### src/rtl/fu_wb_buffer_if.sv
// Shared result type and squash interface used by fu_wb_buffer.
package fu_wb_pkg;
  typedef struct packed {
    logic [31:0] pc;
    logic [7:0]  id;
    logic [6:0]  prd;
    logic [31:0] rdval;
  } fu_output_t;
endpackage

interface squash_if;
  logic valid;
  modport master (output valid);
  modport slave  (input  valid);
endinterface

### src/rtl/fu_wb_buffer.sv
// fu_wb_buffer: captures one-cycle FU result pulses into a DEPTH-entry FIFO
// and replays them to the shared writeback port under valid/ready.
// Optional feature macro: FU_WB_BUFFER_BYPASS_EN (0-cycle path when empty).
module fu_wb_buffer
  import fu_wb_pkg::*;
#(
  parameter int DEPTH = 2,
  parameter int CNT_W = $clog2(DEPTH+1)
) (
  input  logic             clk,
  input  logic             rstn,
  input  fu_output_t       fuoutput_i,
  input  logic             fuoutput_i_valid,
  output logic             space_o,
  output fu_output_t       wb_o,
  output logic             wb_o_valid,
  input  logic             wb_i_ready,
  output logic [CNT_W-1:0] count_o,
  output logic             overflow_o,
  squash_if.slave          squash_io
);

  localparam int PTR_W = (DEPTH > 1) ? $clog2(DEPTH) : 1;

  fu_output_t       mem [DEPTH];
  logic [PTR_W-1:0] rd_ptr, wr_ptr;
  logic [CNT_W-1:0] count;
  logic             full, q_valid, byp, pop, push, drop;

  assign full    = (count == CNT_W'(DEPTH));
  assign q_valid = (count != '0) && !squash_io.valid;
  assign space_o = !full;
  assign count_o = count;

`ifdef FU_WB_BUFFER_BYPASS_EN
  // Empty buffer forwards the incoming result straight to writeback.
  assign byp = (count == '0) && fuoutput_i_valid && !squash_io.valid;
`else
  assign byp = 1'b0;
`endif

  assign wb_o_valid = q_valid || byp;
  assign wb_o       = byp ? fuoutput_i : mem[rd_ptr];

  // Queue-side handshakes; a bypassed result taken by writeback is never enqueued.
  assign pop  = q_valid && wb_i_ready;
  assign push = fuoutput_i_valid && !squash_io.valid && !(byp && wb_i_ready)
                && (!full || pop);
  assign drop = fuoutput_i_valid && !squash_io.valid && full && !pop;

  function automatic logic [PTR_W-1:0] inc(input logic [PTR_W-1:0] p);
    return (p == PTR_W'(DEPTH-1)) ? '0 : p + PTR_W'(1);
  endfunction

  // Occupancy, pointers and sticky overflow flag.
  always_ff @(posedge clk) begin
    if (!rstn) begin
      count      <= '0;
      rd_ptr     <= '0;
      wr_ptr     <= '0;
      overflow_o <= 1'b0;
    end else if (squash_io.valid) begin
      count  <= '0;
      rd_ptr <= '0;
      wr_ptr <= '0;
    end else begin
      if (push) wr_ptr <= inc(wr_ptr);
      if (pop)  rd_ptr <= inc(rd_ptr);
      count <= count + CNT_W'(push) - CNT_W'(pop);
      if (drop) overflow_o <= 1'b1;
    end
  end

  // Payload storage; contents are don't-care until written.
  always_ff @(posedge clk) begin
    if (push) mem[wr_ptr] <= fuoutput_i;
  end

  // A result arriving while full with no pop is lost; flag it in simulation.
  always_ff @(posedge clk) begin
    if (rstn) assert (!drop) else $warning("fu_wb_buffer: result dropped while full");
  end

endmodule

### src/flat_wrapper.sv
// flat-port wrapper written by rule: the top's interface ports become plain ports
module fu_wb_buffer_flat import fu_wb_pkg::*;
#(
  parameter int DEPTH = 2,
  parameter int CNT_W = $clog2(DEPTH+1)
)
  (clk, rstn, fuoutput_i, fuoutput_i_valid, space_o, wb_o, wb_o_valid, wb_i_ready, count_o, overflow_o, squash_io_valid);
  squash_if squash_io_i ();
  input  logic clk;
  input  logic rstn;
  input  fu_output_t fuoutput_i;
  input  logic fuoutput_i_valid;
  output logic space_o;
  output fu_output_t wb_o;
  output logic wb_o_valid;
  input  logic wb_i_ready;
  output logic [CNT_W-1:0] count_o;
  output logic overflow_o;
  input wire logic [$bits(squash_io_i.valid)-1:0] squash_io_valid;
  assign squash_io_i.valid = squash_io_valid;
  fu_wb_buffer #(.DEPTH(DEPTH), .CNT_W(CNT_W)) u_core (.clk(clk), .rstn(rstn), .fuoutput_i(fuoutput_i), .fuoutput_i_valid(fuoutput_i_valid), .space_o(space_o), .wb_o(wb_o), .wb_o_valid(wb_o_valid), .wb_i_ready(wb_i_ready), .count_o(count_o), .overflow_o(overflow_o), .squash_io(squash_io_i));
endmodule
### config.mk
export PLATFORM = sky130hd
export DESIGN_NAME = fu_wb_buffer_flat
export DESIGN_NICKNAME = d
export VERILOG_FILES = /design/src/rtl/fu_wb_buffer_if.sv /design/src/rtl/fu_wb_buffer.sv /design/src/flat_wrapper.sv
export SDC_FILE = /design/constraint.sdc
export NUM_CORES = 1
export LEC_CHECK = 0
export CORE_MARGIN = 4
export CORE_UTILIZATION = 43
export DETAILED_ROUTE_END_ITERATION = 6
export PLACE_DENSITY_LB_ADDON = 0.3
export SYNTH_ARGS = -nofsm -noshare
export SYNTH_HDL_FRONTEND = slang
export SYNTH_SLANG_ARGS = --single-unit
### constraint.sdc
create_clock -name clk -period 8.2 [get_ports clk]
set_input_delay 1.64 -clock clk [delete_from_list [all_inputs] [get_ports clk]]
set_output_delay 1.64 -clock clk [all_outputs]
set_load 0.02 [all_outputs]
======== Word-level counts from Yosys, hierarchy flattened ========
Memory sizes are Yosys's and may differ from the RTL's. A register that Yosys moved wholly into a read port is not among the register bits.
Cells that the tools add are included.
word-level totals
  input bits .............................. 84
  logic and storage cells ................. 31
  memories kept ........................... 1
  output and inout bits ................... 84
  RAM bits ................................ 158
  register bits after elaboration ......... 5
operators by class
  equal/unequal tests ..................... 1
  bitwise gates (word level) .............. 2
  mux-type cells .......................... 6
  reduce and logical (&&, ||, !) cells .... 13
  add/subtract/negate cells ............... 4
memories
  name        words  width  read ports  clocked after Yosys merged registers in  wr ports  RTL line            source
  u_core.mem  2      79     1           1                                        1         fu_wb_buffer.sv:25  fu_output_t mem [DEPTH];
operator list
  operator                                     number
  1-bit logical AND                            6
  1-bit two-way mux                            6
  1-bit zero test                              3
  1-bit adder, second input constant           2
  2-bit by 1-bit adder with 2-bit output       1
  2-bit equality test, second input constant   1
  1-bit NOT                                    2
  2-bit AND reduction                          1
  2-bit nonzero test                           1
  2-bit OR reduction                           1
  2-bit by 1-bit subtractor with 2-bit output  1
  1-bit logical OR                             1

======== Depth between registers and ports, before layout ========
Gate-level depths: netlist of the first run.
  depth after elaboration ................. 7
  mapped depth ............................ 6

======== Worst setup path after synthesis of the first run ========
Ideal clock, no wire load.
  kind .................................... input port to flip-flop
  start ................................... in squash_io_valid
  end ..................................... mem u_core.mem[1][0] (netlist name), enable pin
  cell stages on the path ................. 2
  library setup time ...................... 0.629 ns
  data required time ...................... 7.571 ns
  path slack .............................. -0.030 ns
  arrival ................................. 7.601 ns
  path through ............................ nand2b_1 nor3b_1
between the ends
  cells in the longest elaborated chain, start to end .. 7
  elaborated cells on any way between the ends .. 8
RTL lines
  item                                       RTL line                                source
  start, declared                            flat_wrapper.sv:19                      input wire logic [$bits(squash_io_i.valid)-1:0] squash_io_valid;
  1-bit zero test *                          fu_wb_buffer.sv:31, fu_wb_buffer.sv:47
  1-bit logical AND                          fu_wb_buffer.sv:31                      assign q_valid = (count != '0) && !squash_io.valid;
  1-bit logical AND                          fu_wb_buffer.sv:46                      assign pop = q_valid && wb_i_ready;
  1-bit logical OR                           fu_wb_buffer.sv:48                      && (!full || pop);
  1-bit logical AND *                        fu_wb_buffer.sv:48
  1-bit two-way mux *                        fu_wb_buffer.sv:76                      if (push) mem[wr_ptr] <= fuoutput_i;
  1-bit two-way mux (implied by the code) *  fu_wb_buffer.sv:76
  end, declared                              fu_wb_buffer.sv:25
Mark *: on every way between the ends. The rest lies on a longest branch, timed or not.

======== Worst setup path after layout of the first run ========
  start ................................... in squash_io_valid
  end ..................................... out wb_o_valid
between the ends
  cells in the longest elaborated chain, start to end .. 2
RTL lines
  item               RTL line            source
  1-bit zero test    fu_wb_buffer.sv:31
  1-bit logical AND  fu_wb_buffer.sv:31
  end, declared      flat_wrapper.sv:15  output logic wb_o_valid;
No other way between the ends.

==> results of run 1 <==
## power by group through the flow
stage          combinational, mW  clock [mW]  sequential (mW)
6_report                   0.142       0.671            0.951
5_1_grt                    0.151       0.733            0.952
4_1_cts                    0.144       0.691            0.951
3_5_place_dp               0.143           0            0.969
3_3_place_gp               0.141           0            0.967
2_1_floorplan             0.0539           0            0.969
## worst max-delay path: stages
cell,delay [ps]
clkdlybuf4s50_1,450
o21ba_2,280
clkdlybuf4s50_1,600
## registers in the layout, summed over array words and instances (netlist names), named ones only
| register | cells |
|---|---|
| u_core.overflow_o | 1 |
| u_core.wr_ptr | 1 |
| u_core.count_o | 2 |
| u_core.rd_ptr | 1 |
| u_core.mem | 158 |
## cell usage after synthesis
cell	number
buf_6	2
o21ba_2	1
nand4b_1	1
nor2b_1	2
ha_1	1
nand2_1	3
xor2_1	1
nor3b_1	1
o21ai_0	3
inv_1	2
edfxtp_1	158
buf_2	7
a31oi_1	1
and3_1	1
and2_1	1
nand3b_1	1
nor3_1	1
dfxtp_1	6
mux2_2	79
or3_4	1
mux2i_1	1
nor3b_4	1
nand2b_1	1
o21a_1	2
## per-stage QoR
| step | worst slack, ps | instance area [µm²] | cells | hold slack [ps] |
|---|---|---|---|---|
| after detailed placement | 3595 | 7868 | 614 | 479.8 |
| final | 3584 | 8371 | 646 | 515.1 |
| after global routing | 3536 | 8371 | 646 | 539.2 |
| after floorplan | 334.2 | 6003 | 278 | 447.4 |
| after CTS | 3588 | 8371 | 646 | 513.1 |
| after global placement | 3613 | 7868 | 614 | 473.4 |
## worst paths after layout
kind	from	to	slack, ps	cells past startpoint
setup / recovery	squash_io_valid	wb_o_valid	3580	3
hold / removal	u_core.rd_ptr	u_core.rd_ptr	520	2
setup reg to reg	u_core.count_o[1]	u_core.mem[1][58]	5490	3
hold reg to reg	u_core.rd_ptr	u_core.rd_ptr	520	2
## cell usage in the layout (no fill, tap or decap)
master	count
ha_1	1
mux2_2	79
mux2i_1	1
xor2_1	1
clkbuf_1	3
nand4b_1	1
nor3b_4	2
o21ai_0	3
dfxtp_4	1
clkbuf_16	17
nand3b_1	1
nand2b_1	1
nand2_1	3
o21a_1	2
inv_1	2
dfxtp_1	5
a31oi_1	1
edfxtp_1	158
buf_4	2
clkinv_1	1
nor3_2	1
and2_1	1
clkinvlp_4	3
clkinv_2	8
nor2b_1	2
and3_1	1
clkdlybuf4s50_1	167
or3_4	1
o21ba_2	1
## logic make-up (layout without fill, tap and decap cells)
group / Yosys count / count (layout)
adder cells (fa/ha/maj): 1 / 1
AO/OA/AOI/OAI: 7 / 7
buffers and inverters: 11 / 203
multiplexers: 80 / 80
XOR/XNOR: 1 / 1
AND/OR/NAND/NOR: 14 / 14
flip-flops: 164 / 164
## per-layer routing
metal	global-route usage, %	wire length (µm)
met2	24.29	5610
met3	5.843	829
met4	5.047	153
met1	17.93	4951
met5	0	13
## layout make-up
type / instances / area [µm²]
flip-flops and latches: 164 / 4868
fillers: 1040 / 5082
repair buffers: 169 / 1687
clock buffers: 20 / 436.7
inverters: 2 / 7.507
well taps: 176 / 220.2
clock inverters: 12 / 66.31
multi-input cells: 103 / 1085
==> metrics.yaml, run 1 <==
status: "complete, no violations"
ys_seq_elements: 164
powerDensity_mw_per_mm2: 210.7
synth_area_leader_cell: "edfxtp_1"
p_sw_mw: 0.3581
clock_path_buffers: 2
gp_congestion: 0.7066
hold_viol_final: 0
clock_sinks: 164
root_buffer: "clkbuf_16"
worstMarginPinSlew_ps: 1126
port_buffers: 167
total_power_mw: 1.763
worstSetupPathType: "in2out"
start_kind: "input port"
core-area_mm2: 0.01345
synth_compound_gate_area_share_pct: 0.7718
grt_pass1_vias: 3545
clk_pin_slew_ps: 60
leakagePower_nw: 2.767
fin_nets: 542
die_y_um: 126.1
htree_levels: 4
die_area_mm2: 0.01590
finalWirelength_um: 11560
yosysWarnings: 0
hold_class: "reg2reg"
switching_share_pct: 20.31
drt_pre_antenna_iters: 4
synth_cells: 278
syn_area_mm2: 0.005998
antenna_found_initial: 1
setup_violations: 0
syn_nets: 363
vias_per_cell: 4.909
fmax_mhz: 216.6
clkPwrFrac_pct: 38.0
final.setup.tns_ps: 0
cts_setup_buffers: 0
clock_latency_ps: 410
crit_fanout: 4
post_drt_wl_per_cell_um: 17.89
post-route-drc-count: 0
grt_overflow: 0
cap_viol_max_count: 0
ant_nets: 0
synthMuxAreaShare_pct: 15.00
ios: 168
diodes: 0
slew_headroom_pct: 24.86
final.period_utilization_pct: 56.29
synth.distinct_cells: 24
dp_hpwl_um: 7329
syn_to_final_growth_pct: 39.55
yosysTopAreaCellShare_pct: 79.10
final.setup_skew_ps: 6.752
grt_start_max_net_pins: 81
rows: 42
syn_area_per_cell_um2: 21.58
grt_pass1_wl_um: 18110
min_period_ps: 4616
cts_buffers: 17
synth_xor_area_share_pct: 0.1460
synth_seq_area_share_pct: 81.10
combPwrFrac_pct: 8.1
report.final.slew_viol_count: 0
netlist_top_cells_area: "edfxtp_1 (79%), mux2_2 (15%), dfxtp_1 (2.0%)"
dr_total_vias: 3171
peakVddDrop_mv: 0.1178
die_width_um: 126.1
critPathCaptureType: "primary output"
cts_resized: 0
cts_tree: "built"
layout-drive-gt1-share_pct: 24.47
p_int_mw: 1.405
start_util_pct: 44.59
drt-initial-drc-count: 207
crit_arrival_ps: 2980
fin_util_pct: 62.22
synth_top_family_by_area: "multiplexers"
track_usage_pct: 14.80
cp.required_ps: 6560
pwr-share-seq_pct: 53.9
synthSimpleGateAreaFrac_pct: 1.690
cts.hold.buffers_added: 0
rsz0062_at_grt: "no"
synthAdderAreaFrac_pct: 0.2086
Note: power is estimated with default switching activity, not from simulation.
==> inputs of run 2 (changes only) <==
Clock period 8.2 ns to 4.16 ns, I/O delays scaled along.
==> metrics.yaml, run 2 (synthesis gave the netlist of run 1 again) <==
vias_per_cell: 4.937  # was 4.909
cp.required_ps: 3330  # was 6560 ps
slew_headroom_pct: 44.00  # was 24.86%
placed_area_mm2: 0.007909  # was 0.007868 mm²
start_util_pct: 44.59  # unchanged
layout.cells.non_filler: 649  # was 646
grt_overflow: 0  # unchanged
critPathCaptureType: "primary output"  # unchanged
cts.hold.buffers_added: 0  # unchanged
die_width_um: 126.1  # unchanged
dp_hpwl_um: 7483  # was 7329 µm
cts_buffers: 17  # unchanged
final_common_cell: "clkdlybuf4s50_1"  # unchanged
worstSetupPathType: "reg2out"  # was in2out
cts_resized: 0  # unchanged
grt_pass1_vias: 3595  # was 3545
report.final.slew_viol_count: 0  # unchanged
track_usage_pct: 15.00  # was 14.80%
fin_nets: 545  # was 542
dr_total_vias: 3204  # was 3171
most-common-layout-cells: "clkdlybuf4s50_1 (167), edfxtp_1 (158), mux2_2 (79), clkbuf_16 (17), dfxtp_1 (5)"  # was clkdlybuf4s50_1 (167), edfxtp_1 (158), mux2_2 (79), clkbuf_16 (17), clkinv_2 (8)
grt_start_max_net_pins: 62  # was 81
worstMarginPinSlew_ps: 840.0  # was 1126 ps
post-route-drc-count: 0  # unchanged
nFillCells: 1005  # was 1040
worst_slack_ps: 944.9  # was 3584 ps
peakVddDrop_mv: 0.2538  # was 0.1178 mV
dp_slack_ps: 1164  # was 3595 ps
drt_pre_antenna_iters: 5  # was 4
finalWirelength_um: 11540  # was 11560 µm
status: "complete, no violations"  # unchanged
port_buffers: 167  # unchanged
core-area_mm2: 0.01345  # unchanged
start_kind: "register"  # was input port
clock_path_buffers: 2  # unchanged
cts_tree: "built"  # unchanged
crit_fanout: 40  # was 4
rows: 42  # unchanged
hold_class: "reg2reg"  # unchanged
path_buf_inv: 2  # unchanged
top_register: "u_core.mem"  # unchanged
layout-drive-gt1-share_pct: 25.16  # was 24.47%
final_area_mm2: 0.008522  # was 0.008371 mm²
htree_levels: 4  # unchanged
clk_pin_slew_ps: 60  # about the same
fmax_mhz: 311.0
syn_to_final_growth_pct: 42.07  # was 39.55%
post_drt_wl_per_cell_um: 17.79  # was 17.89 µm
gp_congestion: 0.7911  # was 0.7066
dp.cells: 617  # was 614
rsz0062_at_grt: "no"  # unchanged
cp_slowest_cell: "dfxtp_4"  # was clkdlybuf4s50_1
ant_nets: 0  # unchanged
grt_pass1_wl_um: 18270  # was 18110 µm
setup_violations: 0  # unchanged
powerDensity_mw_per_mm2: 440.7  # was 210.7 mW/mm²
leakagePower_nw: 2.832  # was 2.767 nW
die_area_mm2: 0.01590  # unchanged
fin_util_pct: 63.35  # was 62.22%
final.period_utilization_pct: 77.29
cts_setup_buffers: 0  # unchanged
die_y_um: 126.1  # unchanged
path_cells: "buf_12, mux2_2, clkdlybuf4s50_1"  # was clkdlybuf4s50_1, o21ba_2, clkdlybuf4s50_1
crit_arrival_ps: 2380  # was 2980 ps
clock_sinks: 164  # unchanged
diodes: 0  # unchanged
final.setup_skew_ps: 5.232  # was 6.752 ps
antenna_found_initial: 0  # was 1
max_stage_delay_ps: 690  # was 600 ps
clock_latency_ps: 410  # about the same
drt-initial-drc-count: 198  # was 207
hold_viol_final: 0  # unchanged
critPathTopFamily: "buffers and inverters"  # unchanged
root_buffer: "clkbuf_16"  # unchanged
largest_register_ffs: 158  # unchanged
cap_viol_max_count: 0  # unchanged
min_period_ps: 3215
ios: 168  # unchanged
==> run 2: metrics by stage <==
step / setup TNS (ps) / hold slack [ps] / power (mW)
after floorplan: -73220 / 447.4 / 2.014
after global placement: 0 / 465.7 / 2.184
after detailed placement: 0 / 473.2 / 2.192
after CTS: 0 / 485.5 / 3.801
after global routing: 0 / 514.7 / 3.906
final: 0 / 482.6 / 3.756
==> run 2: routing by layer <==
layer / up-vias / part of all wire, % / wire (µm) / track usage (%)
li1: 1469 / - / - / -
met1: 1597 / 41 / 4703 / 17.13
met2: 122 / 50 / 5776 / 25.60
met3: 16 / 8.0 / 926 / 5.631
met4: 0 / 1.2 / 137 / 5.868
met5: - / 0 / 0 / 0
==> run 2: report_power, final <==
group          internal [mW]  switching (mW)  total [mW]
Combinational          0.161           0.123       0.283
Clock                   1.00           0.601        1.60
Sequential              1.86          0.0112        1.87
==> run 2: worst reg2reg max path: cells and delay by family, from the launching register on <==
kind	cells	cell delay, ps
buffers and inverters	1	670
flip-flops	1	360
AND/OR/NAND/NOR	2	400
==> run 2: area by class of cell <==
| type | instances | area [µm²] | share of cell area, % |
|---|---|---|---|
| clock inverters | 14 | 183.9 | 2.158 |
| repair buffers | 172 | 1722 | 20.20 |
| inverters | 2 | 7.507 | 0.08809 |
| flip-flops and latches | 164 | 4868 | 57.13 |
| clock buffers | 18 | 429.2 | 5.036 |
| multi-input cells | 103 | 1091 | 12.80 |
| well taps | 176 | 220.2 | 2.584 |
==> run 2: final timing paths <==
path	start	endpoint	slack, ps	depth (start not counted)
hold reg to reg	u_core.rd_ptr	u_core.rd_ptr	480	2
setup reg to reg	u_core.count_o[1]	u_core.mem[0][5]	2310	3
setup / recovery	register	wb_o[67]	940	3
hold / removal	u_core.rd_ptr	u_core.rd_ptr	480	2
